File: src/rtl/tl_pkg.sv
// Shared encodings and helpers for the traffic-light phase controller.
package tl_pkg;

  localparam int unsigned TL_DW   = 7;
  localparam int unsigned STATE_W = 3;
  localparam int unsigned LIGHT_W = 3;

  typedef enum logic [STATE_W-1:0] {
    NS_GREEN  = 3'd0,
    NS_YELLOW = 3'd1,
    EW_GREEN  = 3'd2,
    EW_YELLOW = 3'd3,
    ALL_RED   = 3'd4
  } tl_state_e;

  // One-hot lamp codes, bit order {red, yellow, green}
  localparam logic [LIGHT_W-1:0] LIGHT_GREEN  = 3'b001;
  localparam logic [LIGHT_W-1:0] LIGHT_YELLOW = 3'b010;
  localparam logic [LIGHT_W-1:0] LIGHT_RED    = 3'b100;

  // A zero-length phase would never expire, so it is treated as one cycle
  function automatic int unsigned dur_clamp(input int unsigned d);
    return (d == 0) ? 1 : d;
  endfunction

endpackage

File: src/rtl/tl_phase_timer.sv
// Loadable down-counter that saturates at zero, with a registered zero flag.
module tl_phase_timer #(
  parameter int unsigned DW      = 7,
  parameter int unsigned RST_VAL = 0
) (
  input  logic          clk,
  input  logic          rst_n,
  input  logic          load_i,
  input  logic [DW-1:0] load_val_i,
  output logic [DW-1:0] value_o,
  output logic          zero_o
);

  logic [DW-1:0] value_q, value_d;
  logic          zero_q, zero_d;

  // Load takes priority; otherwise count down and hold at zero
  always_comb begin
    value_d = value_q;
    if (load_i) begin
      value_d = load_val_i;
    end else if (value_q != '0) begin
      value_d = value_q - DW'(1);
    end
    zero_d = (value_d == '0);
  end

  // Counter and zero flag registers
  always_ff @(posedge clk or negedge rst_n) begin
    if (!rst_n) begin
      value_q <= DW'(RST_VAL);
      zero_q  <= (DW'(RST_VAL) == '0);
    end else begin
      value_q <= value_d;
      zero_q  <= zero_d;
    end
  end

  assign value_o = value_q;
  assign zero_o  = zero_q;

endmodule

File: src/rtl/tl_phase_ctrl.sv
// Intersection phase sequencer: light phases, pedestrian walk, emergency
// all-red override and boundary-applied duration reconfiguration.
module tl_phase_ctrl
  import tl_pkg::*;
#(
  parameter int unsigned DW       = TL_DW,
  parameter int unsigned GREEN_NS = 40,
  parameter int unsigned GREEN_EW = 20,
  parameter int unsigned YELLOW   = 5
) (
  input  logic               clk,
  input  logic               rst_n,
  input  logic               ped_req_ns,
  input  logic               ped_req_ew,
  input  logic               emerg,
  input  logic               cfg_valid,
  output logic               cfg_ready,
  input  logic [DW-1:0]      cfg_green_ns,
  input  logic [DW-1:0]      cfg_green_ew,
  input  logic [DW-1:0]      cfg_yellow,
  output logic [STATE_W-1:0] state,
  output logic [DW-1:0]      remain,
  output logic [LIGHT_W-1:0] ns_light,
  output logic [LIGHT_W-1:0] ew_light,
  output logic               walk_ns,
  output logic               walk_ew,
  output logic               cycle_done
);

  localparam int unsigned RST_REMAIN = dur_clamp(GREEN_NS) - 32'd1;

  tl_state_e            state_q, state_d;
  logic                 boundary;
  logic                 entering;
  logic                 xfer;

  logic [DW-1:0]        act_gns_q, act_gns_d, act_gew_q, act_gew_d, act_yel_q, act_yel_d;
  logic [DW-1:0]        shd_gns_q, shd_gns_d, shd_gew_q, shd_gew_d, shd_yel_q, shd_yel_d;
  logic                 shd_valid_q, shd_valid_d;
  logic                 cfg_ready_q, cfg_ready_d;
  logic                 pend_ns_q, pend_ns_d, pend_ew_q, pend_ew_d;
  logic                 walk_ns_q, walk_ns_d, walk_ew_q, walk_ew_d;
  logic                 cycle_done_q, cycle_done_d;
  logic [LIGHT_W-1:0]   ns_light_q, ns_light_d, ew_light_q, ew_light_d;

  logic                 tmr_load;
  logic [DW-1:0]        tmr_val;
  logic [DW-1:0]        tmr_value;
  logic                 tmr_zero;

  // Timer reload value for a duration: clamp then subtract one
  function automatic logic [DW-1:0] load_of(input logic [DW-1:0] d);
    return DW'(dur_clamp(32'(d)) - 32'd1);
  endfunction

  tl_phase_timer #(
    .DW      (DW),
    .RST_VAL (RST_REMAIN)
  ) u_timer (
    .clk        (clk),
    .rst_n      (rst_n),
    .load_i     (tmr_load),
    .load_val_i (tmr_val),
    .value_o    (tmr_value),
    .zero_o     (tmr_zero)
  );

  // Phase state register
  always_ff @(posedge clk or negedge rst_n) begin
    if (!rst_n) state_q <= NS_GREEN;
    else        state_q <= state_d;
  end

  // Phase sequencing, emergency override and boundary detection
  always_comb begin
    state_d  = state_q;
    boundary = 1'b0;
    case (state_q)
      NS_GREEN:  if (emerg || tmr_zero) state_d = NS_YELLOW;
      NS_YELLOW: if (tmr_zero) state_d = emerg ? ALL_RED : EW_GREEN;
      EW_GREEN:  if (emerg || tmr_zero) state_d = EW_YELLOW;
      EW_YELLOW: begin
        if (tmr_zero) begin
          state_d  = emerg ? ALL_RED : NS_GREEN;
          boundary = !emerg;
        end
      end
      ALL_RED: begin
        if (!emerg) begin
          state_d  = NS_GREEN;
          boundary = 1'b1;
        end
      end
      default: state_d = NS_GREEN;
    endcase
  end

  // Config shadow/active, timer reload, pedestrian service and lamp decode
  always_comb begin
    xfer        = cfg_valid && cfg_ready_q;
    entering    = (state_d != state_q);

    act_gns_d   = act_gns_q;
    act_gew_d   = act_gew_q;
    act_yel_d   = act_yel_q;
    shd_gns_d   = shd_gns_q;
    shd_gew_d   = shd_gew_q;
    shd_yel_d   = shd_yel_q;
    shd_valid_d = shd_valid_q;
    cfg_ready_d = !shd_valid_q;

    if (boundary && shd_valid_q) begin
      act_gns_d   = shd_gns_q;
      act_gew_d   = shd_gew_q;
      act_yel_d   = shd_yel_q;
      shd_valid_d = 1'b0;
    end
    if (xfer) begin
      shd_gns_d   = cfg_green_ns;
      shd_gew_d   = cfg_green_ew;
      shd_yel_d   = cfg_yellow;
      shd_valid_d = 1'b1;
      cfg_ready_d = 1'b0;
    end

    tmr_load = entering || (state_q == ALL_RED);
    tmr_val  = '0;
    case (state_d)
      NS_GREEN:             tmr_val = load_of(act_gns_d);
      EW_GREEN:             tmr_val = load_of(act_gew_d);
      NS_YELLOW, EW_YELLOW: tmr_val = load_of(act_yel_d);
      default:              tmr_val = '0;
    endcase

    pend_ns_d = pend_ns_q || ped_req_ns;
    walk_ns_d = 1'b0;
    if (state_d == NS_GREEN) begin
      if (entering) begin
        walk_ns_d = pend_ns_q || ped_req_ns;
        pend_ns_d = 1'b0;
      end else begin
        walk_ns_d = walk_ns_q;
      end
    end

    pend_ew_d = pend_ew_q || ped_req_ew;
    walk_ew_d = 1'b0;
    if (state_d == EW_GREEN) begin
      if (entering) begin
        walk_ew_d = pend_ew_q || ped_req_ew;
        pend_ew_d = 1'b0;
      end else begin
        walk_ew_d = walk_ew_q;
      end
    end

    cycle_done_d = boundary;

    ns_light_d = LIGHT_RED;
    ew_light_d = LIGHT_RED;
    case (state_d)
      NS_GREEN:  ns_light_d = LIGHT_GREEN;
      NS_YELLOW: ns_light_d = LIGHT_YELLOW;
      EW_GREEN:  ew_light_d = LIGHT_GREEN;
      EW_YELLOW: ew_light_d = LIGHT_YELLOW;
      default: ;
    endcase
  end

  // Datapath and output registers
  always_ff @(posedge clk or negedge rst_n) begin
    if (!rst_n) begin
      act_gns_q    <= DW'(GREEN_NS);
      act_gew_q    <= DW'(GREEN_EW);
      act_yel_q    <= DW'(YELLOW);
      shd_gns_q    <= '0;
      shd_gew_q    <= '0;
      shd_yel_q    <= '0;
      shd_valid_q  <= 1'b0;
      cfg_ready_q  <= 1'b1;
      pend_ns_q    <= 1'b0;
      pend_ew_q    <= 1'b0;
      walk_ns_q    <= 1'b0;
      walk_ew_q    <= 1'b0;
      cycle_done_q <= 1'b0;
      ns_light_q   <= LIGHT_GREEN;
      ew_light_q   <= LIGHT_RED;
    end else begin
      act_gns_q    <= act_gns_d;
      act_gew_q    <= act_gew_d;
      act_yel_q    <= act_yel_d;
      shd_gns_q    <= shd_gns_d;
      shd_gew_q    <= shd_gew_d;
      shd_yel_q    <= shd_yel_d;
      shd_valid_q  <= shd_valid_d;
      cfg_ready_q  <= cfg_ready_d;
      pend_ns_q    <= pend_ns_d;
      pend_ew_q    <= pend_ew_d;
      walk_ns_q    <= walk_ns_d;
      walk_ew_q    <= walk_ew_d;
      cycle_done_q <= cycle_done_d;
      ns_light_q   <= ns_light_d;
      ew_light_q   <= ew_light_d;
    end
  end

  assign state      = state_q;
  assign remain     = tmr_value;
  assign ns_light   = ns_light_q;
  assign ew_light   = ew_light_q;
  assign walk_ns    = walk_ns_q;
  assign walk_ew    = walk_ew_q;
  assign cycle_done = cycle_done_q;
  assign cfg_ready  = cfg_ready_q;

endmodule

File: config.mk
export PLATFORM = sky130hd
export DESIGN_NAME = tl_phase_ctrl
export DESIGN_NICKNAME = d
export VERILOG_FILES = /design/src/rtl/tl_pkg.sv /design/src/rtl/tl_phase_timer.sv /design/src/rtl/tl_phase_ctrl.sv
export SDC_FILE = /design/constraint.sdc
export NUM_CORES = 1
export LEC_CHECK = 0
export ABC_AREA = 1
export CORE_UTILIZATION = 50
export DETAILED_ROUTE_END_ITERATION = 12
export GPL_TIMING_DRIVEN = 0
export MAX_ROUTING_LAYER = met4
export PLACE_DENSITY = 0.75
export SYNTH_ARGS = -nofsm -noshare
export SYNTH_HDL_FRONTEND = slang
export SYNTH_SLANG_ARGS = --single-unit
File: constraint.sdc
create_clock -name clk -period 2.55 [get_ports clk]
set_clock_uncertainty 0.1 [all_clocks]
set_input_delay 0.51 -clock clk [delete_from_list [all_inputs] [get_ports clk]]
set_output_delay 0.51 -clock clk [all_outputs]
set_load 0.05 [all_outputs]
**Yosys cells after proc, flatten, opt, wreduce, memory -nomap -nowiden**

Cells that the tools add are included.

- Add/subtract/negate cells: 4
- Equal/unequal tests: 10
- Muxes and demuxes: 33
- Reduce and logical (&&, ||, !) cells: 17

Operator list:

| operator | count |
|---|---|
| two-way mux 7 bit | 8 |
| logical NOT 7 bit | 4 |
| subtractor 7 x 1 -> 7 bit, second input constant | 4 |
| two-way mux 3 bit | 7 |
| one-hot mux 7 bit (3 select lines) | 1 |
| one-hot mux 3 bit (5 select lines) | 1 |
| two-way mux 1 bit | 13 |
| equality test 3 x 2 -> 1 bit, second input constant | 4 |
| one-hot mux 3 bit (2 select lines) | 2 |
| nonzero test 7 bit | 1 |
| equality test 3 x 1 -> 1 bit, second input constant | 2 |
| logical NOT 3 bit | 2 |
| logical OR 1 bit | 4 |
| != test 2 bit, second input constant | 2 |
| equality test 3 bit, second input constant | 1 |
| != test 3 bit | 1 |
| logical AND 1 bit | 2 |
| logical NOT 1 bit | 2 |
| one-hot mux 1 bit (2 select lines) | 1 |
| nonzero test 2 bit | 1 |
| OR reduction 2 bit | 1 |

- Flip-flop bits (word level): 66
- Bits of input ports: 27

**Depth between registers and ports, before layout**

- Depth after elaboration: 11
- Depth in mapped cells: 21
- Gate-level depth less buffers: 20

**Cells and area by module**

A second synthesis with hierarchy kept.

- Cells, all modules: 364
- Area total of the unflattened synthesis: 3,191.8 sq um

By module, submodules not included:

| module | area each (sq um) | cells each | instances |
|---|---|---|---|
| tl_phase_ctrl | 2,653.8 | 288 | 1 |
| tl_phase_timer | 538.0 | 76 | 1 |

**Worst setup path before layout**

OpenSTA, ideal clock, no wires.

- Kind: reg2reg
- Start: reg state_q[0], in the netlist state[0]
- End: reg u_timer.zero_q, in the netlist u_timer.zero_o
- Required time: 2.379 ns
- Library setup time: 0.071 ns
- Clock period less this slack: 2.415 ns
- Arrival time: 2.243 ns
- Cell stages (with the launch flop): 20
- Path slack: 0.135 ns
- Cell sequence: dfrtp_1 -> nand2_1 -> nor2_1 -> nand2_2 -> nand2_4 -> nand2_4 -> buf_6 -> nand2_4 -> nand2_4 -> nand2_1 -> nand2_2 -> nor2_4 -> nand2_2 -> inv_2 -> nand4_1 -> nand2_1 -> nand2_1 -> a21oi_1 -> nand3_1 -> nor2_1

- Longest elaborated chain between the ends: 10
- Elaborated cells on any way between the ends: 35
- Classes of those cells: 3 x add/sub; 8 x eq/ne; 15 x mux; 9 x reduce/logical

RTL lines:

| item | RTL line | text |
|---|---|---|
| start, declared | tl_phase_ctrl.sv:32 | `tl_state_e state_q, state_d;` |
| start signal, assigned | tl_phase_ctrl.sv:71 | `else state_q <= state_d;` |
| equality test 3 bit or equality test 3 x 2 -> 1 bit (tied branches) | tl_phase_ctrl.sv:78 | `case (state_q)` |
| one-hot mux 1 bit (2 select lines) * | tl_phase_ctrl.sv:78 |  |
| logical AND 1 bit * | tl_phase_ctrl.sv:112 | `if (boundary && shd_valid_q) begin` |
| two-way mux 7 bit * | tl_phase_ctrl.sv:112 |  |
| named net act_gns_d[2] | tl_phase_ctrl.sv:37 | `logic [DW-1:0] act_gns_q, act_gns_d, act_gew_q, act_gew_d, act_yel_q, act_yel_d;` |
| logical NOT 7 bit | tl_pkg.sv:23 | `return (d == 0) ? 1 : d;` |
| two-way mux 7 bit * | tl_pkg.sv:23 |  |
| subtractor 7 x 1 -> 7 bit * | tl_phase_ctrl.sv:53 | `return DW'(dur_clamp(32'(d)) - 32'd1);` |
| one-hot mux 7 bit (3 select lines) * | tl_phase_ctrl.sv:128 | `case (state_d)` |
| two-way mux 7 bit * | tl_phase_timer.sv:20 | `if (load_i) begin` |
| logical NOT 7 bit * | tl_phase_timer.sv:25 | `zero_d = (value_d == '0);` |
| named net u_timer.zero_d | tl_phase_timer.sv:15 | `logic zero_q, zero_d;` |
| end signal, assigned | tl_phase_timer.sv:32 | `zero_q <= (DW'(RST_VAL) == '0);` |
| end signal, assigned | tl_phase_timer.sv:35 | `zero_q <= zero_d;` |
| end, declared | tl_phase_timer.sv:15 |  |

Mark *: on every way through the listed nets, which the timed path passes. The rest lies on a longest branch.
A chain may end at the register's enable or synchronous reset.

**Worst setup path after layout**

- Start: reg state_q[0], in the netlist state[0]
- End: reg u_timer.zero_q, in the netlist u_timer.zero_o

- Elaborated cells on any way between the ends: 35
- Classes of those cells: 3 x add/sub; 8 x eq/ne; 15 x mux; 9 x reduce/logical

RTL lines:

| item | RTL line | text |
|---|---|---|
| equality test 3 bit, or another cell as far along | tl_phase_ctrl.sv:78 |  |
| one-hot mux 3 bit (5 select lines) * | tl_phase_ctrl.sv:78 |  |
| named net state_d[0] | tl_phase_ctrl.sv:32 |  |
| equality test 3 x 2 -> 1 bit or equality test 3 x 1 -> 1 bit (tied branches) | tl_phase_ctrl.sv:128 |  |
| OR reduction 2 bit | tl_phase_ctrl.sv:128 |  |
| one-hot mux 7 bit (3 select lines) | tl_phase_ctrl.sv:128 |  |
| two-way mux 7 bit * | tl_phase_timer.sv:20 |  |
| named net u_timer.value_d[5] | tl_phase_timer.sv:14 | `logic [DW-1:0] value_q, value_d;` |
| logical NOT 7 bit * | tl_phase_timer.sv:25 |  |
| named net u_timer.zero_d | tl_phase_timer.sv:15 |  |

Marks and branches as above.

==> flow_summary.yaml <==
pwr:
  total_leakage_power_nw: 1.97
  peakVddDrop_v: 0.000738
  fin_total_pwr_mw: 5.79
  power_density_nw_per_um2: 1390
routing:
  final_routed_wirelength_across_all_metal_layers_um: 6550
  dr.pass1.iters: 4
  post_drt_via_cell_ratio: 5.15
  route.vias.total: 2536
  drt_antenna_net_count: 0
  detailed_route_drc_error_count: 0
  dr_wl_met3_um: 255
  route.met2.wl_um: 3190
  routed.top_layer: "met4"
  m1WireLength_um: 2930
  dr.first_iter.drc_count: 201
  wl_per_cell_um: 13.3
synthesis:
  post_synth_inst_count: 344
  sequential_element_share_of_the_synthesized_area: 0.527
  synth.ff_latch_count: 66
  post_synth_num_cell_types: 33
  ys_async_sr_fraction: 1.00
  syn-cell-area_um2: 3170
  yosysWarnings: 0
  synth_enable_flop_cells: 0
  yosys_most_used_dff: "sky130_fd_sc_hd__dfrtp_1"
  post_synth.cell_area_avg_um2: 9.20
  postSynthNetCount: 373
sta:
  period_needed_ns: 2.50
  setup_ws_ns: 0.0481
  grt_setup_unrepaired: "yes"
  worst_slew_pin_slew_ns: 0.809
  maxSlewHeadroom: 0.461
  clock.fmax_mhz: 400
  post-route-period-util: 0.981
  finalMaxSlewViolations: 0
  hold_violations: 0
  final_setup_violation_count: 0
place:
  port_buffers: 46
  detailedPlace.worstSlack_ns: -0.519
  detailedPlacementHpwl_um: 4390
  place_inst: 465
  post_dp_cell_area_um2: 3720
  final_gp_congestion: 0.829
layout:
  nNetsFinal: 441
  post_route_cells_drive_above_1_share: 0.331
  layout_cells_excl_fill: 492
  final_cell_mix: "sky130_fd_sc_hd__nand2_1 (68), sky130_fd_sc_hd__dfrtp_1 (49), sky130_fd_sc_hd__clkdlybuf4s50_1 (44)"
  final_area_um2: 4160
  final_common_cell: "sky130_fd_sc_hd__nand2_1"
  finish.utilization: 0.691
  insertedDiodeCount: 0
  area.growth.synth_to_final_pct: 31.5
worst_setup_path:
  crit_arrival_ns: 2.67
  cp-end-kind: "register"
  timing.reg2reg.setup_slack_ns: 0.05
  critical_path_class: "register to register"
  timing.critical_path.required_ns: 2.72
  worst-path-max-fanout: 8
  worstSetupStartpointType: "register"
floorplanning:
  initial_utilization: 0.525
  die-width_um: 81.6
  io_pins: 47
  floorplan.rows: 28
  floorplan.core_area_um2: 6030
  die_y_um: 81.6
  design.die.area_um2: 6650
cts:
  cts.clk_slew.worst_paths_ns: 0.07
  htree_num_levels: 3
  clock_sink_count: 66
  cts_root_buf: "sky130_fd_sc_hd__clkbuf_8"
  insertion_delay_ns: 0.34
  cts_buffers: 9
  tritoncts: "built"
  hold_buffers: 0
  max-clock-path-buffers: 2
global_route:
  antenna_violations_before_repair: 0
  globalRouteTotalUtil: 0.219
  via_count_of_the_first_global_routing_pass: 2321
  global_route_wire_length_before_repair_um: 10500
  grt.overflow.total: 0
  grt_max_degree: 67
worst_hold_path:
  hp-class: "primary input to async pin"
run_status:
  run_status: "finished, final reports clean"
run:
  maxCapViolCount: 0
==> layout make-up <==
type	instances	area (um^2)
fill	473	1860
sequential	66	1670
multi-input combinational	236	1430
timing repair buffer	57	557
clock buffer	14	163
inverter	34	128
tap	75	93.8
buffer	8	81.3
clock inverter	2	35.0
==> synth_stat cells (all sizes together), types with 2 or more instances <==
master	instances	area (um^2)
xnor2	2	17.5
nor3	2	15.0
nand2	103	492
clkbuf	2	7.51
ha	2	25.0
dfstp	13	342
nor2	37	171
buf	6	51.3
dfrtp	53	1330
a21oi	16	80.1
mux2	16	180
nand3	39	195
inv	33	124
xor2	3	26.3
o21ai	9	60.1
nand4	2	12.5
==> kinds of logic (layout without fill, tap and decap cells) <==
family	Yosys count	count (layout)	share of synthesized area
simple gates	186	186	0.286
flops	66	66	0.527
buf+inv	42	115	0.0589
compound gates	26	26	0.0462
mux	17	17	0.0601
xor+xnor	5	5	0.0138
fa+ha+maj	2	2	0.00790
==> worst paths after layout <==
check	startpoint	endpoint	cells past startpoint
worst max register to register	state[0]	u_timer.zero_o	18
worst min register to register	act_yel_q[0]	act_yel_q[0]	2
worst max-delay path	state[0]	u_timer.zero_o	18
min in group clk	act_yel_q[0]	act_yel_q[0]	2
worst min-delay path	rst_n	act_gew_q[0]	1
max in group asynchronous	rst_n	state[2]	1
==> worst max-delay path, cell delays in order, from the launching register on <==
cell,delay (ns)
sky130_fd_sc_hd__dfrtp_2,0.46
sky130_fd_sc_hd__buf_4,0.16
sky130_fd_sc_hd__nor2_1,0.13
sky130_fd_sc_hd__o21ai_2,0.10
sky130_fd_sc_hd__o21ai_4,0.12
sky130_fd_sc_hd__buf_4,0.17
sky130_fd_sc_hd__nor2_4,0.05
sky130_fd_sc_hd__buf_4,0.14
sky130_fd_sc_hd__nand2_1,0.05
sky130_fd_sc_hd__nand2_1,0.05
sky130_fd_sc_hd__nor2_2,0.12
sky130_fd_sc_hd__inv_1,0.10
sky130_fd_sc_hd__nor3_4,0.15
sky130_fd_sc_hd__nand3b_1,0.10
sky130_fd_sc_hd__nand3_1,0.09
sky130_fd_sc_hd__nand2_1,0.07
sky130_fd_sc_hd__nor2_1,0.08
sky130_fd_sc_hd__nand2_1,0.07
sky130_fd_sc_hd__nor2_2,0.10
==> metrics by stage <==
step,setup TNS [ns],hold slack [ns]
final,0,0.158
after global routing,-0.163,0.225
after CTS,0,0.189
after detailed placement,-2.24,0.379
after global placement,-74.13,0.370
after floorplan,0,0.114
==> report_power, final <==
part	switching [mW]	internal [mW]	leakage [nW]
Sequential	0.232	1.56	0.783
Combinational	1.93	1.18	1.09
Clock	0.381	0.505	0.101
Total	2.55	3.24	1.97
==> timing repair <==
action | CTS | global route
setup endpoints to repair | 2 | 4
cloned | 0 | 1
gates resized for setup | 2 | 42
buffers inserted | 0 | 10
pin swaps | 0 | 10
==> flip-flops by register name (all words and copies together) (netlist names), 3 cells and up <==
register,count
act_gew_q,7
act_gns_q,7
act_yel_q,7
shd_gew_q,7
shd_gns_q,7
shd_yel_q,7
u_timer.value_o,7
ew_light,3
ns_light,3
state,3
==> layer usage <==
layer / track usage / vias to the layer above
met5: - / -
met4: 0.105 / 0
met3: 0.0478 / 20
met2: 0.341 / 67
met1: 0.273 / 1209
li1: - / 1240
Power figures use the tool's default switching activity.
